$ cat src/rtl/video_mem_arbiter_if.sv
// Pixel-fetch, SPI-write and tile/sprite memory signals around the video memory arbiter.
// Latency: none; this is a plain signal bundle.
// Backpressure: pix_ready / wr_ready gate the pixel and SPI request channels.
interface video_mem_arbiter_if #(
    parameter int WIDTH_BITS  = 8,
    parameter int HEIGHT_BITS = 9
);
    logic                   in_display_region;
    logic                   pix_req;
    logic [WIDTH_BITS-1:0]  pix_x;
    logic [HEIGHT_BITS-1:0] pix_y;
    logic                   pix_ready;
    logic                   pix_valid;
    logic [15:0]            pix_data;
    logic                   wr_valid;
    logic [31:0]            wr_word;
    logic                   wr_ready;
    logic [10:0]            tile_addr;
    logic [7:0]             tile_rd_data;
    logic                   tile_wr_en;
    logic [7:0]             tile_wr_data;
    logic [13:0]            sprite_addr;
    logic [15:0]            sprite_rd_data;
    logic                   sprite_wr_en;
    logic [15:0]            sprite_wr_data;
    logic [7:0]             drop_count;

    // Arbiter side: owns the memory address/strobe buses and the ready/valid outputs.
    modport master (
        input  in_display_region, pix_req, pix_x, pix_y, wr_valid, wr_word,
               tile_rd_data, sprite_rd_data,
        output pix_ready, pix_valid, pix_data, wr_ready, tile_addr, tile_wr_en,
               tile_wr_data, sprite_addr, sprite_wr_en, sprite_wr_data, drop_count
    );

    // Environment side: requesters plus the two synchronous memories.
    modport slave (
        output in_display_region, pix_req, pix_x, pix_y, wr_valid, wr_word,
               tile_rd_data, sprite_rd_data,
        input  pix_ready, pix_valid, pix_data, wr_ready, tile_addr, tile_wr_en,
               tile_wr_data, sprite_addr, sprite_wr_en, sprite_wr_data, drop_count
    );
endinterface

$ cat src/rtl/video_mem_arbiter.sv
// Arbitrates tile/sprite memory between display pixel fetches and SPI writes.
// Latency: pixel fetch -> pix_valid 4 edges after grant; write strobe 1 cycle after grant.
// Backpressure: one request at a time; pix_ready/wr_ready only high in IDLE, chosen by in_display_region.
module video_mem_arbiter #(
    parameter int DISPLAY_WIDTH  = 240,
    parameter int DISPLAY_HEIGHT = 320,
    parameter int SPRITE_SIZE    = 8,
    parameter int WIDTH_BITS     = $clog2(DISPLAY_WIDTH),
    parameter int HEIGHT_BITS    = $clog2(DISPLAY_HEIGHT)
) (
    input  logic                clk,
    input  logic                reset,
    video_mem_arbiter_if.master bus
);
    localparam int SB            = $clog2(SPRITE_SIZE);
    localparam int TILE_COLS     = DISPLAY_WIDTH / SPRITE_SIZE;
    localparam int TILE_MEM_SIZE = TILE_COLS * (DISPLAY_HEIGHT / SPRITE_SIZE);
    localparam int TILE_AW       = 11;
    localparam int SPR_AW        = 14;

    typedef enum logic [2:0] {IDLE, TILE_WAIT, SPR_ADDR, SPR_WAIT, PIX_OUT, WRITE} state_t;

    state_t               state_q, state_d;
    logic [SB-1:0]        x_lo_q, x_lo_d;
    logic [SB-1:0]        y_lo_q, y_lo_d;
    logic                 oor_q, oor_d;
    logic [TILE_AW-1:0]   tile_addr_q, tile_addr_d;
    logic [SPR_AW-1:0]    sprite_addr_q, sprite_addr_d;
    logic                 pix_valid_q, pix_valid_d;
    logic [15:0]          pix_data_q, pix_data_d;
    logic                 tile_wr_en_q, tile_wr_en_d;
    logic [7:0]           tile_wr_data_q, tile_wr_data_d;
    logic                 sprite_wr_en_q, sprite_wr_en_d;
    logic [15:0]          sprite_wr_data_q, sprite_wr_data_d;
    logic [7:0]           drop_count_q, drop_count_d;

    logic [WIDTH_BITS-1:0]  px;
    logic [HEIGHT_BITS-1:0] py;
    logic                   pix_ready_w, wr_ready_w;
    logic                   req_oor;
    logic [TILE_AW-1:0]     req_tile_idx;
    logic [SPR_AW-1:0]      fetch_spr_addr;
    logic [14:0]            wr_addr;
    logic                   wr_is_tile, wr_ok;

    assign px = bus.pix_x;
    assign py = bus.pix_y;

    // Grants are only offered from IDLE; the region flag picks which requester may win.
    assign pix_ready_w = (state_q == IDLE) & bus.in_display_region  & reset;
    assign wr_ready_w  = (state_q == IDLE) & ~bus.in_display_region & reset;

    // Off-screen coordinates still walk the full sequence so latency is constant.
    assign req_oor        = (int'(px) >= DISPLAY_WIDTH) | (int'(py) >= DISPLAY_HEIGHT);
    assign req_tile_idx   = TILE_AW'(int'(px >> SB) + int'(py >> SB) * TILE_COLS);
    assign fetch_spr_addr = SPR_AW'(int'(bus.tile_rd_data) * (SPRITE_SIZE * SPRITE_SIZE)
                                  + int'(y_lo_q) * SPRITE_SIZE + int'(x_lo_q));

    // SPI word: bit 31 selects tile memory, bits 30:16 address, bits 15:0 data.
    assign wr_is_tile = bus.wr_word[31];
    assign wr_addr    = bus.wr_word[30:16];
    assign wr_ok      = wr_is_tile ? (int'(wr_addr) < TILE_MEM_SIZE) : ~wr_addr[14];

    // Next-state and registered-output computation for the arbiter FSM.
    always_comb begin
        state_d          = state_q;
        x_lo_d           = x_lo_q;
        y_lo_d           = y_lo_q;
        oor_d            = oor_q;
        tile_addr_d      = tile_addr_q;
        sprite_addr_d    = sprite_addr_q;
        pix_valid_d      = 1'b0;
        pix_data_d       = pix_data_q;
        tile_wr_en_d     = 1'b0;
        tile_wr_data_d   = tile_wr_data_q;
        sprite_wr_en_d   = 1'b0;
        sprite_wr_data_d = sprite_wr_data_q;
        drop_count_d     = drop_count_q;
        case (state_q)
            IDLE: begin
                if (bus.pix_req & pix_ready_w) begin
                    x_lo_d      = px[SB-1:0];
                    y_lo_d      = py[SB-1:0];
                    oor_d       = req_oor;
                    tile_addr_d = req_oor ? '0 : req_tile_idx;
                    state_d     = TILE_WAIT;
                end else if (bus.wr_valid & wr_ready_w) begin
                    // Rejected words are consumed but raise no strobe.
                    if (wr_ok && wr_is_tile) begin
                        tile_addr_d    = wr_addr[TILE_AW-1:0];
                        tile_wr_data_d = bus.wr_word[7:0];
                        tile_wr_en_d   = 1'b1;
                    end else if (wr_ok) begin
                        sprite_addr_d    = wr_addr[SPR_AW-1:0];
                        sprite_wr_data_d = bus.wr_word[15:0];
                        sprite_wr_en_d   = 1'b1;
                    end else if (drop_count_q != 8'hFF) begin
                        drop_count_d = drop_count_q + 8'd1;
                    end
                    state_d = WRITE;
                end
            end
            TILE_WAIT: state_d = SPR_ADDR;
            SPR_ADDR: begin
                sprite_addr_d = fetch_spr_addr;
                state_d       = SPR_WAIT;
            end
            SPR_WAIT: state_d = PIX_OUT;
            PIX_OUT: begin
                pix_data_d  = oor_q ? 16'h0000 : bus.sprite_rd_data;
                pix_valid_d = 1'b1;
                state_d     = IDLE;
            end
            WRITE:   state_d = IDLE;
            default: state_d = IDLE;
        endcase
    end

    // State and output registers; reset clears everything and aborts any in-flight access.
    always_ff @(posedge clk or negedge reset) begin
        if (!reset) begin
            state_q          <= IDLE;
            x_lo_q           <= '0;
            y_lo_q           <= '0;
            oor_q            <= 1'b0;
            tile_addr_q      <= '0;
            sprite_addr_q    <= '0;
            pix_valid_q      <= 1'b0;
            pix_data_q       <= '0;
            tile_wr_en_q     <= 1'b0;
            tile_wr_data_q   <= '0;
            sprite_wr_en_q   <= 1'b0;
            sprite_wr_data_q <= '0;
            drop_count_q     <= '0;
        end else begin
            state_q          <= state_d;
            x_lo_q           <= x_lo_d;
            y_lo_q           <= y_lo_d;
            oor_q            <= oor_d;
            tile_addr_q      <= tile_addr_d;
            sprite_addr_q    <= sprite_addr_d;
            pix_valid_q      <= pix_valid_d;
            pix_data_q       <= pix_data_d;
            tile_wr_en_q     <= tile_wr_en_d;
            tile_wr_data_q   <= tile_wr_data_d;
            sprite_wr_en_q   <= sprite_wr_en_d;
            sprite_wr_data_q <= sprite_wr_data_d;
            drop_count_q     <= drop_count_d;
        end
    end

    assign bus.pix_ready      = pix_ready_w;
    assign bus.wr_ready       = wr_ready_w;
    assign bus.pix_valid      = pix_valid_q;
    assign bus.pix_data       = pix_data_q;
    assign bus.tile_addr      = tile_addr_q;
    assign bus.tile_wr_en     = tile_wr_en_q;
    assign bus.tile_wr_data   = tile_wr_data_q;
    assign bus.sprite_addr    = sprite_addr_q;
    assign bus.sprite_wr_en   = sprite_wr_en_q;
    assign bus.sprite_wr_data = sprite_wr_data_q;
    assign bus.drop_count     = drop_count_q;
endmodule

$ cat src/flat_wrapper.sv
// flat-port wrapper written by rule: the top's interface ports become plain ports
module video_mem_arbiter_flat 
#(
    parameter int DISPLAY_WIDTH  = 240,
    parameter int DISPLAY_HEIGHT = 320,
    parameter int SPRITE_SIZE    = 8,
    parameter int WIDTH_BITS     = $clog2(DISPLAY_WIDTH),
    parameter int HEIGHT_BITS    = $clog2(DISPLAY_HEIGHT)
)
  (clk, reset, bus_in_display_region, bus_pix_req, bus_pix_x, bus_pix_y, bus_wr_valid, bus_wr_word, bus_tile_rd_data, bus_sprite_rd_data, bus_pix_ready, bus_pix_valid, bus_pix_data, bus_wr_ready, bus_tile_addr, bus_tile_wr_en, bus_tile_wr_data, bus_sprite_addr, bus_sprite_wr_en, bus_sprite_wr_data, bus_drop_count);
  video_mem_arbiter_if #(.WIDTH_BITS(WIDTH_BITS), .HEIGHT_BITS(HEIGHT_BITS)) bus_i ();
  input  logic clk;
  input  logic reset;
  input wire logic [$bits(bus_i.in_display_region)-1:0] bus_in_display_region;
  input wire logic [$bits(bus_i.pix_req)-1:0] bus_pix_req;
  input wire logic [$bits(bus_i.pix_x)-1:0] bus_pix_x;
  input wire logic [$bits(bus_i.pix_y)-1:0] bus_pix_y;
  input wire logic [$bits(bus_i.wr_valid)-1:0] bus_wr_valid;
  input wire logic [$bits(bus_i.wr_word)-1:0] bus_wr_word;
  input wire logic [$bits(bus_i.tile_rd_data)-1:0] bus_tile_rd_data;
  input wire logic [$bits(bus_i.sprite_rd_data)-1:0] bus_sprite_rd_data;
  output wire logic [$bits(bus_i.pix_ready)-1:0] bus_pix_ready;
  output wire logic [$bits(bus_i.pix_valid)-1:0] bus_pix_valid;
  output wire logic [$bits(bus_i.pix_data)-1:0] bus_pix_data;
  output wire logic [$bits(bus_i.wr_ready)-1:0] bus_wr_ready;
  output wire logic [$bits(bus_i.tile_addr)-1:0] bus_tile_addr;
  output wire logic [$bits(bus_i.tile_wr_en)-1:0] bus_tile_wr_en;
  output wire logic [$bits(bus_i.tile_wr_data)-1:0] bus_tile_wr_data;
  output wire logic [$bits(bus_i.sprite_addr)-1:0] bus_sprite_addr;
  output wire logic [$bits(bus_i.sprite_wr_en)-1:0] bus_sprite_wr_en;
  output wire logic [$bits(bus_i.sprite_wr_data)-1:0] bus_sprite_wr_data;
  output wire logic [$bits(bus_i.drop_count)-1:0] bus_drop_count;
  assign bus_i.in_display_region = bus_in_display_region;
  assign bus_i.pix_req = bus_pix_req;
  assign bus_i.pix_x = bus_pix_x;
  assign bus_i.pix_y = bus_pix_y;
  assign bus_i.wr_valid = bus_wr_valid;
  assign bus_i.wr_word = bus_wr_word;
  assign bus_i.tile_rd_data = bus_tile_rd_data;
  assign bus_i.sprite_rd_data = bus_sprite_rd_data;
  assign bus_pix_ready = bus_i.pix_ready;
  assign bus_pix_valid = bus_i.pix_valid;
  assign bus_pix_data = bus_i.pix_data;
  assign bus_wr_ready = bus_i.wr_ready;
  assign bus_tile_addr = bus_i.tile_addr;
  assign bus_tile_wr_en = bus_i.tile_wr_en;
  assign bus_tile_wr_data = bus_i.tile_wr_data;
  assign bus_sprite_addr = bus_i.sprite_addr;
  assign bus_sprite_wr_en = bus_i.sprite_wr_en;
  assign bus_sprite_wr_data = bus_i.sprite_wr_data;
  assign bus_drop_count = bus_i.drop_count;
  video_mem_arbiter #(.DISPLAY_WIDTH(DISPLAY_WIDTH), .DISPLAY_HEIGHT(DISPLAY_HEIGHT), .SPRITE_SIZE(SPRITE_SIZE), .WIDTH_BITS(WIDTH_BITS), .HEIGHT_BITS(HEIGHT_BITS)) u_core (.clk(clk), .reset(reset), .bus(bus_i));
endmodule
$ cat config.mk
export PLATFORM = sky130hd
export DESIGN_NAME = video_mem_arbiter_flat
export DESIGN_NICKNAME = d
export VERILOG_FILES = /design/src/rtl/video_mem_arbiter_if.sv /design/src/rtl/video_mem_arbiter.sv /design/src/flat_wrapper.sv
export SDC_FILE = /design/constraint.sdc
export NUM_CORES = 1
export LEC_CHECK = 0
export ABC_AREA = 0
export CORE_ASPECT_RATIO = 0.8
export CORE_MARGIN = 2
export CORE_UTILIZATION = 50
export CTS_CLUSTER_SIZE = 28
export DETAILED_ROUTE_END_ITERATION = 16
export PLACE_DENSITY = 0.87
export SETUP_SLACK_MARGIN = 0.4
export SLEW_MARGIN = 10
export SYNTH_ARGS = -nofsm -noshare
export SYNTH_HDL_FRONTEND = slang
export SYNTH_SLANG_ARGS = --single-unit
$ cat constraint.sdc
create_clock -name clk -period 5.8 [get_ports clk]
set_input_delay 1.74 -clock clk [delete_from_list [all_inputs] [get_ports clk]]
set_output_delay 1.74 -clock clk [all_outputs]
set_load 0.02 [all_outputs]
==> out/metrics.cfg, run 1 <==
[outcome]
status=completed

[cts]
clkTransAtPathRegs_ns=0.06
numCtsBuffers=9
htree_levels=3
clk_latency_ns=0.33
ctsHoldBuffers=0
cts_tree=built
post_cts_buffers=0
cts_max_path_buffers=2
cts_sinks=86
cts_root_buffer=clkbuf_16

[routing]
drtIter0Drc=273
vias_per_cell=5.336
wl_per_cell_um=16.64
drt_wl_total_um=12710
vias=4077
firstDrtPassIters=5
ant_nets=0
drc=0

[timing]
setup_ws_ns=0.5769
tightest_slew_ns=1.094
skew_ns=0.006811
max_freq_ghz=0.1915
fin_crit_ns=5.223
maxSlewViolCount=0
setup_viol=0
finalCritPeriodShare_pct=90.05
fin_tns_setup_ns=0
rsz0062_at_grt=false
hold_viol=0
slew_headroom_pct=27.05

[yosys]
syn_area_per_cell_um2=9.315
netlist.area_leader.share_pct=47.15
yosys-top-cells-area=dfrtp_1, nand2_1, ha_1
synthArstFlopShare_pct=100.0
yosysSeqAreaShare_pct=47.15
synth_fp_nets=599
synthesis.area_mm2=0.004564
synth-edff-count=0
synthFlopType=dfrtp_1
synth_top_area_cell=dfrtp_1
ys_warn_count=0
synth_cells=490
synth.distinct_cells=56
ys_ff_latch=86

[die]
ios=156
die_h_um=89.46
initial_core_util_pct=50.94
rows=31
core_mm2=0.008960
fp.dieW_um=110.8
die_area_mm2=0.009914

[hold_path]
min_from=u_core.bus.sprite_wr_data[8]$_DFFE_PN0P_
min_path_type=reg -> reg

[global_routing]
antenna_found_initial=0
track_usage_pct=24.96
grt_pass1_vias=3820
globalRoute.totalOverflow=0
grt_pass1_wl_um=19420
grt_max_degree=87

[cells_and_area]
area_growth_syn_to_layout_pct=44.27
layout_commonest_cell=clkdlybuf4s50_1
nets=753
mostFrequentLayoutCells=clkdlybuf4s50_1, nand2_1, dfrtp_1
stdcell_count=764
diodes=0
stdcell_area_mm2=0.006585
drive_above_1_share_pct=5.085

[placement]
dp_hpwl_um=9534
place_inst=748
place_ws_ns=0.08451
placed_area_mm2=0.006222
gp_congestion=0.9501
io_buffers=155

[worst_setup_path]
r2r_start=u_core.state_q[0]$_DFFE_PN0P_
worstSetupStartpointType=primary input
crit_fanout=5
path_class=in -> reg
cp.arrival_ns=5.43
crit_start=bus_pix_y[6]
cp_data_required_time_ns=6.00
end_kind=flip-flop

[power_and_ir_drop]
powerDensity_mw_per_mm2=437.2
ir_drop_mv=0.3333
power.leakage_nw=3.103

[flow_run]
drv_cap=0

==> final cells by class <==
class                      instances  area [um^2]
clock buffer                      10        239.0
clock inverter                     6        108.9
fill                             631         2375
inverter                          29        108.9
multi-input combinational        360         2261
sequential                        86         2152
tap                              115        143.9
timing repair buffer             158         1572
==> worst paths after layout <==
| path | depth (start not counted) | to | slack, ns |
|---|---|---|---|
| setup / recovery | 12 | u_core.bus.tile_addr[10]$_DFFE_PN0P_ | 0.58 |
| hold / removal | 2 | u_core.bus.sprite_wr_data[8]$_DFFE_PN0P_ | 0.47 |
| setup reg to reg | 6 | u_core.bus.tile_addr[8]$_DFFE_PN0P_ | 3.28 |
| hold reg to reg | 2 | u_core.bus.sprite_wr_data[8]$_DFFE_PN0P_ | 0.47 |
| max in group asynchronous | 2 | u_core.bus.sprite_wr_data[14]$_DFFE_PN0P_ | 3.39 |
| min in group asynchronous | 2 | u_core.bus.drop_count[6]$_DFFE_PN0P_ | 1.72 |
==> timing repair <==
| action | CTS | global route |
|---|---|---|
| pin swaps | 0 | 1 |
| hold endpoints to repair | 0 | 0 |
| endpoints found under the setup margin | 1 | 2 |
| gates resized for setup | 1 | 2 |
==> worst max-delay path, stage by stage <==
cell and delay (ns):
clkdlybuf4s50_1 0.58, inv_1 0.19, fa_1 0.49, fa_1 0.51
inv_1 0.04, ha_1 0.32, or2_2 0.31, and3_1 0.29
o211ai_1 0.33, and4b_1 0.25, xnor3_1 0.22, o2bb2ai_1 0.14
==> cell families (layout without fill, tap and decap cells) <==
family	after synthesis	after routing	share of synthesized area [%]
and+or+nand+nor	216	216	21.99
DFF	86	86	47.15
AOI/OAI and AO/OA	83	83	10.61
buffers and inverters	44	203	3.646
adders and majority gates	31	31	10.14
xor gates and xnor gates	16	16	3.372
muxes	14	14	3.097
==> power by group <==
group	switching, mW	total [mW]	internal [mW]
Sequential	0.154	0.967	0.812
Clock	0.227	0.659	0.432
Combinational	0.665	1.25	0.589
==> layer usage <==
layer	vias to the layer above	track usage (%)	part of all wire, %
met1	1971	32.60	43
li1	1927	-	-
met5	-	0	0
met4	0	6.136	1.3
met3	17	6.915	7.2
met2	162	42.22	48
==> cell usage after synthesis (all sizes together), types with 2 or more instances <==
cell type and instances:
fa 10, inv 27, buf 3, o21a 4, o2bb2ai 3, xnor2 12
o21ai 47, a2111oi 2, mux2i 13, clkinv 2, or3b 2, nor4b 2
dfrtp 86, nor2 21, xor2 3, ha 21, nor2b 2, a21oi 15
and3b 2, a211oi 2, and2 2, nor3b 2, nand3 6, nor4 2
a21o 2, nand2b 19, or2 2, nand2 138, o211ai 2, nand4 5
and3 4, clkbuf 12
==> sequential cells by signal, indices dropped and copies added (netlist names), 3 cells and up <==
register / cells
u_core.bus.drop_count: 8
u_core.bus.pix_data: 16
u_core.bus.sprite_addr: 14
u_core.bus.sprite_wr_data: 16
u_core.bus.tile_addr: 11
u_core.bus.tile_wr_data: 8
u_core.state_q: 3
u_core.x_lo_q: 3
u_core.y_lo_q: 3
==> metrics by stage <==
stage / hold WS [ns] / power (mW) / utilization (%)
after floorplan: 0.4455 / 1.629 / -
after global placement: 0.4578 / 2.158 / 69.45
after detailed placement: 0.4609 / 2.210 / 69.45
after CTS: 0.4758 / 2.882 / 73.40
after global routing: 0.4984 / 3.045 / 73.50
final: 0.4746 / 2.879 / 73.50
Power figures use the tool's default switching activity.
==> run 2, diff against run 1 <==
--- a/config.mk
+++ b/config.mk
@@ -6,6 +6,7 @@
 export NUM_CORES = 1
 export LEC_CHECK = 0
 export ABC_AREA = 0
+export ABC_CLOCK_PERIOD_IN_PS = 5800
 export CORE_ASPECT_RATIO = 0.8
 export CORE_MARGIN = 2
 export CORE_UTILIZATION = 50
==> results of run 2 <==
Same layout as run 1: the final DEF is identical, and so are final timing and power.
==> run 3, diff against run 2 <==
--- a/config.mk
+++ b/config.mk
@@ -10,7 +10,6 @@
 export CORE_ASPECT_RATIO = 0.8
 export CORE_MARGIN = 2
 export CORE_UTILIZATION = 50
-export CTS_CLUSTER_SIZE = 28
 export DETAILED_ROUTE_END_ITERATION = 16
 export PLACE_DENSITY = 0.87
 export SETUP_SLACK_MARGIN = 0.4
@@ -18,3 +17,4 @@
 export SYNTH_ARGS = -nofsm -noshare
 export SYNTH_HDL_FRONTEND = slang
 export SYNTH_SLANG_ARGS = --single-unit
+export TNS_END_PERCENT = 30
==> out/metrics.cfg, run 3 (same netlist as run 1, synthesis figures left out) <==
[worst_setup_path]
cp.arrival_ns=5.42  ; was 5.43 ns
cp_data_required_time_ns=6.01  ; was 6.00 ns
endpoint=u_core.bus.tile_addr[10]$_DFFE_PN0P_  ; unchanged
path_class=in -> reg  ; unchanged
r2r-end=u_core.bus.tile_addr[8]$_DFFE_PN0P_  ; unchanged
crit_start=bus_pix_y[3]  ; was bus_pix_y[6]
r2r_slack_ns=3.28  ; about the same
reg2regPathDepth=6  ; unchanged
end_kind=flip-flop  ; unchanged
r2r_start=u_core.state_q[0]$_DFFE_PN0P_  ; unchanged
crit_fanout=4  ; was 5
worstSetupStartpointType=primary input  ; unchanged

[timing]
fin_tns_setup_ns=0  ; unchanged
rsz0062_at_grt=true  ; was false
finalCritPeriodShare_pct=89.98  ; was 90.05%
holdWs_ns=0.4746  ; about the same
fin_crit_ns=5.219  ; was 5.223 ns
tightest_slew_ns=1.091  ; was 1.094 ns
slew_headroom_pct=27.26  ; was 27.05%
skew_ns=0.006450  ; was 0.006811 ns
setup_viol=0  ; unchanged
maxSlewViolCount=0  ; unchanged
hold_viol=0  ; unchanged
max_freq_ghz=0.1916  ; was 0.1915 GHz
setup_ws_ns=0.5813  ; was 0.5769 ns

[cts]
post_cts_buffers=0  ; unchanged
cts_sinks=86  ; unchanged
htree_levels=3  ; unchanged
clk_latency_ns=0.33  ; about the same
ctsHoldBuffers=0  ; unchanged
cts_tree=built  ; unchanged
numCtsBuffers=9  ; unchanged
cts_root_buffer=clkbuf_16  ; unchanged
cts_max_path_buffers=2  ; unchanged
clkTransAtPathRegs_ns=0.06  ; about the same

[placement]
gp_congestion=0.9501  ; unchanged
io_buffers=155  ; unchanged
place_ws_ns=0.08451  ; unchanged
dp_hpwl_um=9534  ; unchanged

[cells_and_area]
diodes=0  ; unchanged
mostFrequentLayoutCells=clkdlybuf4s50_1, nand2_1, dfrtp_1  ; unchanged
drive_above_1_share_pct=5.085  ; unchanged
nets=753  ; unchanged
area_growth_syn_to_layout_pct=44.27  ; unchanged
layout_commonest_cell=clkdlybuf4s50_1  ; unchanged

[global_routing]
grt_pass1_wl_um=19420  ; unchanged
grt_max_degree=87  ; unchanged
grt_pass1_vias=3820  ; unchanged
globalRoute.totalOverflow=0  ; unchanged
track_usage_pct=24.96  ; unchanged
antenna_found_initial=0  ; unchanged

[routing]
wl_per_cell_um=16.66  ; was 16.64 um
vias=4090  ; was 4077
firstDrtPassIters=4  ; was 5
drt_wl_total_um=12730  ; was 12710 um
vias_per_cell=5.353  ; was 5.336
drtIter0Drc=270  ; was 273
ant_nets=0  ; unchanged
drc=0  ; unchanged

[power_and_ir_drop]
fin_total_pwr_mw=2.881  ; was 2.879 mW
ir_drop_mv=0.3334  ; was 0.3333 mV
powerDensity_mw_per_mm2=437.5  ; was 437.2 mW/mm^2
power.leakage_nw=3.103  ; unchanged

[die]
die_area_mm2=0.009914  ; unchanged
fp.dieW_um=110.8  ; unchanged
initial_core_util_pct=50.94  ; unchanged
ios=156  ; unchanged
core_mm2=0.008960  ; unchanged
rows=31  ; unchanged
die_h_um=89.46  ; unchanged

[outcome]
status=completed  ; unchanged

[hold_path]
min_path_type=reg -> reg  ; unchanged

[flow_run]
drv_cap=0  ; unchanged

run 3: layout make-up:
type                    instances  area [um^2]
fillers                       631         2375
flip-flops and latches         86         2152
multi-input cells             360         2261
well taps                     115        143.9
clock buffers                  10        239.0
repair buffers                158         1572
clock inverters                 6        108.9
inverters                      29        108.9
run 3: metrics by stage:
stage	cells	utilization (%)	instance area [um^2]
2_1_floorplan	490	-	4564
3_3_place_gp	748	69.45	6222
3_5_place_dp	748	69.45	6222
4_1_cts	764	73.40	6576
5_1_grt	764	73.50	6585
6_report	764	73.50	6585
run 3: power breakdown:
| part | total [mW] | switching [mW] | internal, mW |
|---|---|---|---|
| Combinational | 1.25 | 0.666 | 0.589 |
| Sequential | 0.967 | 0.154 | 0.812 |
| Clock | 0.659 | 0.228 | 0.431 |
run 3: metal layers:
| layer | global-route usage [%] | vias up | part of all wire, % |
|---|---|---|---|
| met5 | 0 | - | 0 |
| met4 | 6.136 | 0 | 1.3 |
| met3 | 6.915 | 21 | 7.3 |
| met2 | 42.22 | 177 | 48 |
| met1 | 32.60 | 1965 | 43 |
| li1 | - | 1927 | - |
run 3: worst min path at each step:
stage          slack, ns  depth (start not counted)                                 startpoint                                        end
2_1_floorplan       0.45                          2               u_core.x_lo_q[0]$_DFFE_PN0P_               u_core.x_lo_q[0]$_DFFE_PN0P_
3_3_place_gp        0.46                          2  u_core.bus.sprite_wr_data[14]$_DFFE_PN0P_  u_core.bus.sprite_wr_data[14]$_DFFE_PN0P_
3_5_place_dp        0.46                          2  u_core.bus.sprite_wr_data[14]$_DFFE_PN0P_  u_core.bus.sprite_wr_data[14]$_DFFE_PN0P_
4_1_cts             0.48                          2   u_core.bus.sprite_wr_data[8]$_DFFE_PN0P_   u_core.bus.sprite_wr_data[8]$_DFFE_PN0P_
5_1_grt             0.50                          2  u_core.bus.sprite_wr_data[15]$_DFFE_PN0P_  u_core.bus.sprite_wr_data[15]$_DFFE_PN0P_
6_report            0.47                          2   u_core.bus.sprite_wr_data[8]$_DFFE_PN0P_   u_core.bus.sprite_wr_data[8]$_DFFE_PN0P_
run 3: repair_timing:
action	in CTS	in global routing
pin swaps	0	0
setup endpoints to repair	1	2
resized for setup	1	2
run 3: critical path: stages:
cell	delay (ns)
clkdlybuf4s50_1	0.51
fa_1	0.57
fa_1	0.54
inv_1	0.06
fa_1	0.50
inv_1	0.05
ha_1	0.34
nand2_1	0.08
o21ai_1	0.17
nor4b_4	0.26
and4b_1	0.24
xnor3_1	0.22
o2bb2ai_1	0.14
